### src/rtl/fft_pkg.sv
`default_nettype none
// ============================================================================
// Module      : fft_pkg
// Description : Shared sizing helpers, sequencer state type and address type
//               for the radix-2 DIT FFT twiddle/address sequencer.
// Revision    : 1.0 - initial release
// ============================================================================
package fft_pkg;

    localparam int FFT_POINTS_DEFAULT = 16;

    function automatic int fft_log2n(input int n);
        return $clog2(n);
    endfunction

    function automatic int fft_stage_w(input int n);
        return $clog2($clog2(n));
    endfunction

    localparam int FFT_LOG2N = fft_log2n(FFT_POINTS_DEFAULT);
    localparam int FFT_SW    = fft_stage_w(FFT_POINTS_DEFAULT);

    typedef enum logic [1:0] {
        IDLE = 2'd0,
        RUN  = 2'd1,
        DONE = 2'd2
    } seq_state_t;

    typedef logic [FFT_LOG2N-1:0] fft_addr_t;

endpackage
`default_nettype wire

### src/rtl/fft_bfly_addr.sv
`default_nettype none
// ============================================================================
// Module      : fft_bfly_addr
// Description : Combinational butterfly address / twiddle-index generator for
//               stage s and butterfly b of an in-place radix-2 DIT FFT.
// Revision    : 1.0 - initial release
// ============================================================================
module fft_bfly_addr
    import fft_pkg::*;
#(
    parameter  int FFT_POINTS = FFT_POINTS_DEFAULT,
    localparam int LOG2N      = fft_log2n(FFT_POINTS),
    localparam int SW         = fft_stage_w(FFT_POINTS)
) (
    input  logic [SW-1:0]    s_i,
    input  logic [LOG2N-2:0] b_i,
    input  logic             inverse_i,
    output logic [LOG2N-1:0] addr_a_o,
    output logic [LOG2N-1:0] addr_b_o,
    output logic [LOG2N-1:0] tw_index_o,
    output logic             stage_last_o,
    output logic             frame_last_o
);

    localparam logic [LOG2N-1:0] C_ONE_A  = LOG2N'(1);
    localparam logic [LOG2N-1:0] C_ZERO_A = '0;
    localparam logic [SW-1:0]    C_LAST_S = SW'(LOG2N - 1);

    logic [LOG2N-1:0] w_span;
    logic [LOG2N-1:0] w_b_ext;
    logic [LOG2N-1:0] w_j;
    logic [LOG2N-1:0] w_g;
    logic [LOG2N-1:0] w_addr_a;
    logic [LOG2N-1:0] w_k;
    logic [SW-1:0]    w_kshift;

    always_comb begin
        w_span   = C_ONE_A << s_i;
        w_b_ext  = {1'b0, b_i};
        w_j      = w_b_ext & (w_span - C_ONE_A);
        w_g      = w_b_ext >> s_i;
        // Two shifts avoid overflowing s+1 in the SW-bit stage width.
        w_addr_a = ((w_g << s_i) << 1) | w_j;
        w_kshift = C_LAST_S - s_i;
        w_k      = w_j << w_kshift;
    end

    assign addr_a_o     = w_addr_a;
    assign addr_b_o     = w_addr_a + w_span;
    // Conjugate twiddle: (N-k) mod N falls out of LOG2N-bit wraparound.
    assign tw_index_o   = inverse_i ? (C_ZERO_A - w_k) : w_k;
    assign stage_last_o = &b_i;
    assign frame_last_o = (&b_i) & (s_i == C_LAST_S);

endmodule
`default_nettype wire

### src/rtl/fft_twiddle_sequencer.sv
`default_nettype none
// ============================================================================
// Module      : fft_twiddle_sequencer
// Description : Walks every stage/butterfly of an in-place radix-2 DIT FFT and
//               emits registered (addr_a, addr_b, tw_index) triples over a
//               valid/ready handshake, framed by start/busy/done.
// Revision    : 1.0 - initial release
// ============================================================================
module fft_twiddle_sequencer
    import fft_pkg::*;
#(
    parameter  int FFT_POINTS = FFT_POINTS_DEFAULT,
    localparam int LOG2N      = fft_log2n(FFT_POINTS),
    localparam int SW         = fft_stage_w(FFT_POINTS)
) (
    input  logic             clk,
    input  logic             rst_n,
    input  logic             start,
    input  logic             inverse,
    output logic             busy,
    output logic             done,
    output logic             out_valid,
    input  logic             out_ready,
    output logic [SW-1:0]    stage,
    output logic [LOG2N-1:0] addr_a,
    output logic [LOG2N-1:0] addr_b,
    output logic [LOG2N-1:0] tw_index,
    output logic             stage_last,
    output logic             frame_last
);

    localparam logic [LOG2N-2:0] C_B_ONE = (LOG2N-1)'(1);
    localparam logic [SW-1:0]    C_S_ONE = SW'(1);

    seq_state_t       state_q;
    logic             busy_q;
    logic             done_q;
    logic             valid_q;
    logic             inv_q;
    logic [SW-1:0]    s_q;
    logic [LOG2N-2:0] b_q;
    logic [LOG2N-1:0] addr_a_q;
    logic [LOG2N-1:0] addr_b_q;
    logic [LOG2N-1:0] tw_q;
    logic             sl_q;
    logic             fl_q;

    logic [SW-1:0]    s_d;
    logic [LOG2N-2:0] b_d;
    logic             inv_d;

    logic             w_hs;
    logic [LOG2N-1:0] w_addr_a;
    logic [LOG2N-1:0] w_addr_b;
    logic [LOG2N-1:0] w_tw;
    logic             w_sl;
    logic             w_fl;

    assign w_hs = valid_q & out_ready;

    // Next butterfly position; the address generator runs one step ahead so
    // the triple is already registered when its butterfly becomes current.
    always_comb begin
        s_d   = s_q;
        b_d   = b_q;
        inv_d = inv_q;
        case (state_q)
            IDLE: begin
                if (start) begin
                    s_d   = '0;
                    b_d   = '0;
                    inv_d = inverse;
                end
            end
            RUN: begin
                if (w_hs && !fl_q) begin
                    if (sl_q) begin
                        b_d = '0;
                        s_d = s_q + C_S_ONE;
                    end else begin
                        b_d = b_q + C_B_ONE;
                    end
                end
            end
            default: ;
        endcase
    end

    fft_bfly_addr #(
        .FFT_POINTS (FFT_POINTS)
    ) u_bfly_addr (
        .s_i          (s_d),
        .b_i          (b_d),
        .inverse_i    (inv_d),
        .addr_a_o     (w_addr_a),
        .addr_b_o     (w_addr_b),
        .tw_index_o   (w_tw),
        .stage_last_o (w_sl),
        .frame_last_o (w_fl)
    );

    always_ff @(posedge clk) begin
        if (!rst_n) begin
            state_q  <= IDLE;
            busy_q   <= 1'b0;
            done_q   <= 1'b0;
            valid_q  <= 1'b0;
            inv_q    <= 1'b0;
            s_q      <= '0;
            b_q      <= '0;
            addr_a_q <= '0;
            addr_b_q <= '0;
            tw_q     <= '0;
            sl_q     <= 1'b0;
            fl_q     <= 1'b0;
        end else begin
            case (state_q)
                IDLE: begin
                    if (start) begin
                        state_q  <= RUN;
                        busy_q   <= 1'b1;
                        valid_q  <= 1'b1;
                        inv_q    <= inv_d;
                        s_q      <= s_d;
                        b_q      <= b_d;
                        addr_a_q <= w_addr_a;
                        addr_b_q <= w_addr_b;
                        tw_q     <= w_tw;
                        sl_q     <= w_sl;
                        fl_q     <= w_fl;
                    end
                end
                RUN: begin
                    if (w_hs) begin
                        if (fl_q) begin
                            state_q <= DONE;
                            busy_q  <= 1'b0;
                            valid_q <= 1'b0;
                            done_q  <= 1'b1;
                        end else begin
                            s_q      <= s_d;
                            b_q      <= b_d;
                            addr_a_q <= w_addr_a;
                            addr_b_q <= w_addr_b;
                            tw_q     <= w_tw;
                            sl_q     <= w_sl;
                            fl_q     <= w_fl;
                        end
                    end
                end
                DONE: begin
                    done_q  <= 1'b0;
                    state_q <= IDLE;
                end
                default: begin
                    state_q <= IDLE;
                    busy_q  <= 1'b0;
                    done_q  <= 1'b0;
                    valid_q <= 1'b0;
                end
            endcase
        end
    end

    assign busy       = busy_q;
    assign done       = done_q;
    assign out_valid  = valid_q;
    assign stage      = s_q;
    assign addr_a     = addr_a_q;
    assign addr_b     = addr_b_q;
    assign tw_index   = tw_q;
    assign stage_last = sl_q;
    assign frame_last = fl_q;

endmodule
`default_nettype wire

### config.mk
export PLATFORM = sky130hd
export DESIGN_NAME = fft_twiddle_sequencer
export DESIGN_NICKNAME = d
export VERILOG_FILES = /design/src/rtl/fft_pkg.sv /design/src/rtl/fft_bfly_addr.sv /design/src/rtl/fft_twiddle_sequencer.sv
export SDC_FILE = /design/constraint.sdc
export NUM_CORES = 1
export LEC_CHECK = 0
export CORE_UTILIZATION = 50
export CTS_CLUSTER_SIZE = 12
export DETAILED_ROUTE_END_ITERATION = 8
export PLACE_DENSITY = 0.73
export SETUP_SLACK_MARGIN = 0.4
export SYNTH_ARGS = -nofsm -noshare
export SYNTH_HDL_FRONTEND = slang
export SYNTH_SLANG_ARGS = --single-unit
export TNS_END_PERCENT = 100
### constraint.sdc
create_clock -name clk -period 3.8 [get_ports clk]
set_input_delay 0.76 -clock clk [delete_from_list [all_inputs] [get_ports clk]]
set_output_delay 0.76 -clock clk [all_outputs]
set_load 0.03 [all_outputs]
# Yosys cells after proc, flatten, opt, wreduce, memory -nomap -nowiden
# Index checks and enable logic that the tools add are counted.
# classes
n_bitwise	6
addsub	6
n_eq_ne	7
muxes	50
shifts	4
reduce_logical	11
# ops
cell	n
$mux 4	10
$pmux 4 s2	3
$mux 2	9
$mux 3	6
$mux 1	13
$pmux 2 s2	3
$pmux 3 s2	2
$reduce_and 3->1	4
$ne 2x2->1 const B	4
$reduce_and 4->1	2
$pmux 1 s2	3
$add 4x4->4	1
$and 3x4->4	1
$eq 2x2->1 const B	2
$or 4x4->4	1
$shl 1x2->4 const A	1
$shl 4x2->3	1
$shl 4x2->4	1
$shr 3x2->4	1
$sub 1x4->4 const A	1
$sub 4x1->4 const B	1
$add 3x1->3 const B	1
$pmux 1 s3	1
$add 2x1->2 const B	1
other kinds (9)	11
# totals
out_inout_bits	19
word_cells	95
inputBits	5
register_bits	24

# Logic depth before layout (Yosys ltp)
# depth
word_depth	13
depth_mapped	12

# Cells and area by module
# A second synthesis with hierarchy kept.
# hier_totals
cells_unflattened	212
hier_area_um2	1636.6
# modules_own_cells
mod	cells_each	area_per_inst_um2	n_inst	seq_area_each_um2
fft_twiddle_sequencer	171	1356.3	1	480.5
fft_bfly_addr	41	280.3	1	0.0

# Worst setup path after synthesis
# OpenSTA, ideal clock, no wires.
# synth_timing
kind	input -> register
start	input out_ready
end	register tw_q[2] (netlist: tw_index[2])
t_arrival_ns	2.620
required_ns	3.704
slack_ns	1.084
path_stages	11
setup_time_ns	0.096
cell_sequence	and3b_1 -> a31oi_1 -> a31oi_1 -> buf_2 -> and3_1 -> inv_1 -> ha_1 -> or2_2 -> o31ai_1 -> a21oi_1 -> o41ai_2
# synth_via
elab_chain_cells	13
word_cells_on_any_way	19
cone_classes	3 x add/sub; 1 x eq/ne; 2 x shift; 9 x mux; 2 x bitwise; 2 x reduce/logical
# synth_lines
element	line	source
from (decl)	fft_twiddle_sequencer.sv:23	input logic out_ready,
$and 1x1->1 (*)	fft_twiddle_sequencer.sv:59	assign w_hs = valid_q & out_ready;
$logic_and 1x1->1	fft_twiddle_sequencer.sv:76	if (w_hs && !fl_q) begin
$mux 2	fft_twiddle_sequencer.sv:76	
$pmux 2 s2	fft_twiddle_sequencer.sv:67	case (state_q)
$shl 1x2->4	fft_bfly_addr.sv:38	w_span = C_ONE_A << s_i;
$sub 4x1->4	fft_bfly_addr.sv:40	w_j = w_b_ext & (w_span - C_ONE_A);
$and 3x4->4	fft_bfly_addr.sv:40	
$shl 4x2->4	fft_bfly_addr.sv:45	w_k = w_j << w_kshift;
$sub 1x4->4	fft_bfly_addr.sv:51	assign tw_index_o = inverse_i ? (C_ZERO_A - w_k) : w_k;
$mux 4	fft_bfly_addr.sv:51	
$mux 4	fft_twiddle_sequencer.sv:135	if (fl_q) begin
$mux 4	fft_twiddle_sequencer.sv:134	if (w_hs) begin
$pmux 4 s2	fft_twiddle_sequencer.sv:117	case (state_q)
to (signal assigned)	fft_twiddle_sequencer.sv:128	tw_q <= w_tw;
to (signal assigned)	fft_twiddle_sequencer.sv:145	tw_q <= w_tw;
to (decl)	fft_twiddle_sequencer.sv:44	logic [LOG2N-1:0] tw_q;
# Every way passes the cells marked *; elsewhere a longest branch is shown, timed or not. The select of a mux whose other input is x is not followed.
# A chain may end at the register's enable or synchronous reset.

# Worst setup path in the final report
# Same ends and word-level chain as after synthesis.

==> impl_metrics.csv <==
group,metric,value,unit
status,status,"finished, final reports clean",
logic_synthesis,synth_top_cell_by_area,"dfxtp_1",
clock_tree,clkLatencyLatePin,330,ps
logic_synthesis,synth_area_leaders,"dfxtp_1 (35%), nor2_1 (8.4%), a21oi_1 (4.4%), ha_1 (3.6%), mux2i_1 (2.9%)",
drt,vias_per_cell,5.97,
timing,relSlewSlack,56.5,%
timing,drv_slew,0,
logic_synthesis,synthFlopType,"dfxtp_1",
timing,fin_skew,2.31,ps
critical_path,crit_fanout,8,
floorplan,core-area,2540,um^2
clock_tree,postCtsHoldBufs,0,
drt,antenna_left,0,
floorplan,boundaryPins,24,
placed_design,gp_congestion,0.912,
logic_synthesis,synth.distinct_cells,54,
clock_tree,postCtsSetupRepairBufs,0,
global_routing,grt_pass1_wl,5210,um
clock_tree,path_clk_slew,140,ps
clock_tree,cts_made_buffers,3,
logic_synthesis,synth-async-reset-ratio,0,%
clock_tree,cts_max_level,1,
drt,post-route-drc-count,0,
timing,whs,485,ps
global_routing,antenna_found_initial,0,
drt,wire_per_inst,15.2,um
logic_synthesis,yosysMostFrequentCell,"nor2_1",
clock_tree,ctsRootBufferMaster,"clkbuf_4",
logic_synthesis,synth_area,1380,um^2
timing,setup_viol,0,
floorplan,die_area,2970,um^2
min_path,min_path_type,"flop to flop",
critical_path,critPathMaxStageDelay,580,ps
logic_synthesis,syn_avg_cell_area,8.84,um^2
critical_path,critPathSlowestCell,"clkdlybuf4s50_1",
logic_synthesis,synth_top_area_share,34.8,%
timing,hold_violations,0,
critical_path,path_class,"input port to flop",
drt,first_iter_violations,36,
floorplan,start_util,54.2,%
power_and_ir_drop,power_density,294,nW/um^2
floorplan,fp.dieW,54.5,um
logic_synthesis,ys_seq_area_share,34.8,%
job,cap_violations,0,
logic_synthesis,synthCells,156,
critical_path,cp_data_arrival_time,3420,ps
finish,nets,190,
clock_tree,cts_tree,"built",
timing,rsz0062_at_grt,"no",
critical_path,crit_family,"simple AND/OR/NAND/NOR gates",
floorplan,placementRows,18,
critical_path,critical_path.endpoint_type,"flop",
power_and_ir_drop,vdd_drop_max,239,uV
drt,wl,3170,um
clock_tree,ctsResizeCount,0,
finish,drive_gt1_share,11.7,%
timing,fin_crit_sh,83.5,%
clock_tree,clockBufferDepth,2,
drt,dr_total_vias,1248,
placed_design,dp.final_hpwl,2270,um
global_routing,grt_max_degree,19,
finish,postLayoutCoreUtil,65.1,%
logic_synthesis,synth_nets,166,
global_routing,grt_usage,24.3,%
drt,drt-pass1-iter-count,4,
clock_tree,numClockSinks,24,
logic_synthesis,ys_seq_elements,24,
logic_synthesis,synth_common_cells,"nor2_1 (31), dfxtp_1 (24), a21oi_1 (12)",
timing,tightestPinTransition,652,ps
critical_path,path_buf_inv,2,
placed_design,place_area,1620,um^2
logic_synthesis,synth-edff-count,0,
finish,area_growth,20.2,%
global_routing,grt_pass1_vias,1195,
finish,diodes,0,
placed_design,dp_cells,205,
placed_design,port_buffers,23,
global_routing,grt_overflow,0,
finish,final_area,1660,um^2
timing,tns,0,ps
critical_path,worstPathRequired,4050,ps
power_and_ir_drop,p_leak,0.636,nW
timing,period_needed,3170,ps
floorplan,die_h,54.5,um
critical_path,path_cells,"clkdlybuf4s50_1 > nand3_1 > nor4_2 > mux2_2 > and3_1 > inv_1 > ha_1 > or2_2 > o31ai_1 > a21oi_1 > o41ai_2",
timing,fmax,315,MHz
finish,fin_cells,209,
logic_synthesis,yosysWarnings,0,
critical_path,worst_setup_path_start_kind,"input port",
[layer usage]
layer / wire [um] / track usage, % / vias up / part of all wire (%)
met4: 49 / 11.1 / 0 / 1.5
met1: 1490 / 31.0 / 600 / 47
met5: 0 / 0 / - / 0
met2: 1490 / 39.8 / 38 / 47
li1: - / - / 605 / -
met3: 131 / 3.89 / 5 / 4.1
[cell type report]
class                           count  area (um^2)
Tap cell                           30         37.5
Multi-Input combinational cell    120          836
Sequential cell                    24          480
Timing Repair Buffer               25          245
Inverter                            6         22.5
Clock buffer                        4         36.3
Fill cell                         230          887
[registers in the layout (all words and copies together) (netlist names)]
| signal | cells |
|---|---|
| inv_q | 1 |
| frame_last | 1 |
| addr_a | 4 |
| done | 1 |
| tw_index | 4 |
| out_valid | 1 |
| state_q | 2 |
| stage | 2 |
| stage_last | 1 |
| b_q | 3 |
| addr_b | 4 |
[stage by stage]
stage | setup WS (ps) | power [mW]
after CTS | 658 | 0.489
after floorplan | 1080 | 0.325
after detailed placement | 299 | 0.352
final | 626 | 0.488
after global routing | 444 | 0.505
after global placement | 410 | 0.351
[worst register-to-register path: stages, from the launching register on]
cell,delay [ps]
dfxtp_1,520
and4b_1,280
o21bai_4,260
mux2_2,310
and3_1,230
inv_1,60
ha_1,190
or2_2,320
o31ai_1,80
a21oi_1,80
o41ai_2,310
[logic make-up after synthesis]
logic type / Yosys count / synth area share, %
simple gates: 66 / 26.7
mux: 6 / 5.35
compound gates: 40 / 22.0
flops: 24 / 34.8
xor+xnor: 2 / 1.27
buf+inv: 12 / 4.54
other cells: 1 / 0.272
fa+ha+maj: 5 / 5.08
[report_power, final]
group	total [mW]	internal, mW	switching (mW)	leakage, nW
clock	0.142	0.0588	0.0829	0.0210
combinational	0.0798	0.0315	0.0484	0.420
sequential	0.267	0.260	0.00679	0.195
[worst paths after layout]
path	cells after the start	slack [ps]	startpoint	end
max	11	630	out_ready	tw_index[2]
min	2	480	tw_index[3]	tw_index[3]
max reg2reg	10	1080	frame_last	tw_index[2]
min reg2reg	2	480	tw_index[3]	tw_index[3]
[placed cells by master, fill, tap and decap left out, drive strengths merged, types with 2 or more instances in the layout]
| cell type | instances |
|---|---|
| inv | 5 |
| a211oi | 6 |
| nand2b | 3 |
| o21bai | 2 |
| clkdlybuf4s50 | 23 |
| nor3 | 3 |
| ha | 4 |
| buf | 2 |
| a21oi | 12 |
| clkbuf | 4 |
| nor2b | 5 |
| o21ai | 4 |
| xnor2 | 2 |
| a31oi | 3 |
| nand2 | 8 |
| mux2i | 5 |
| dfxtp | 24 |
| nor4 | 3 |
| nor2 | 32 |
| a32oi | 2 |
| nand3 | 3 |
(Power assumes the default switching activity.)
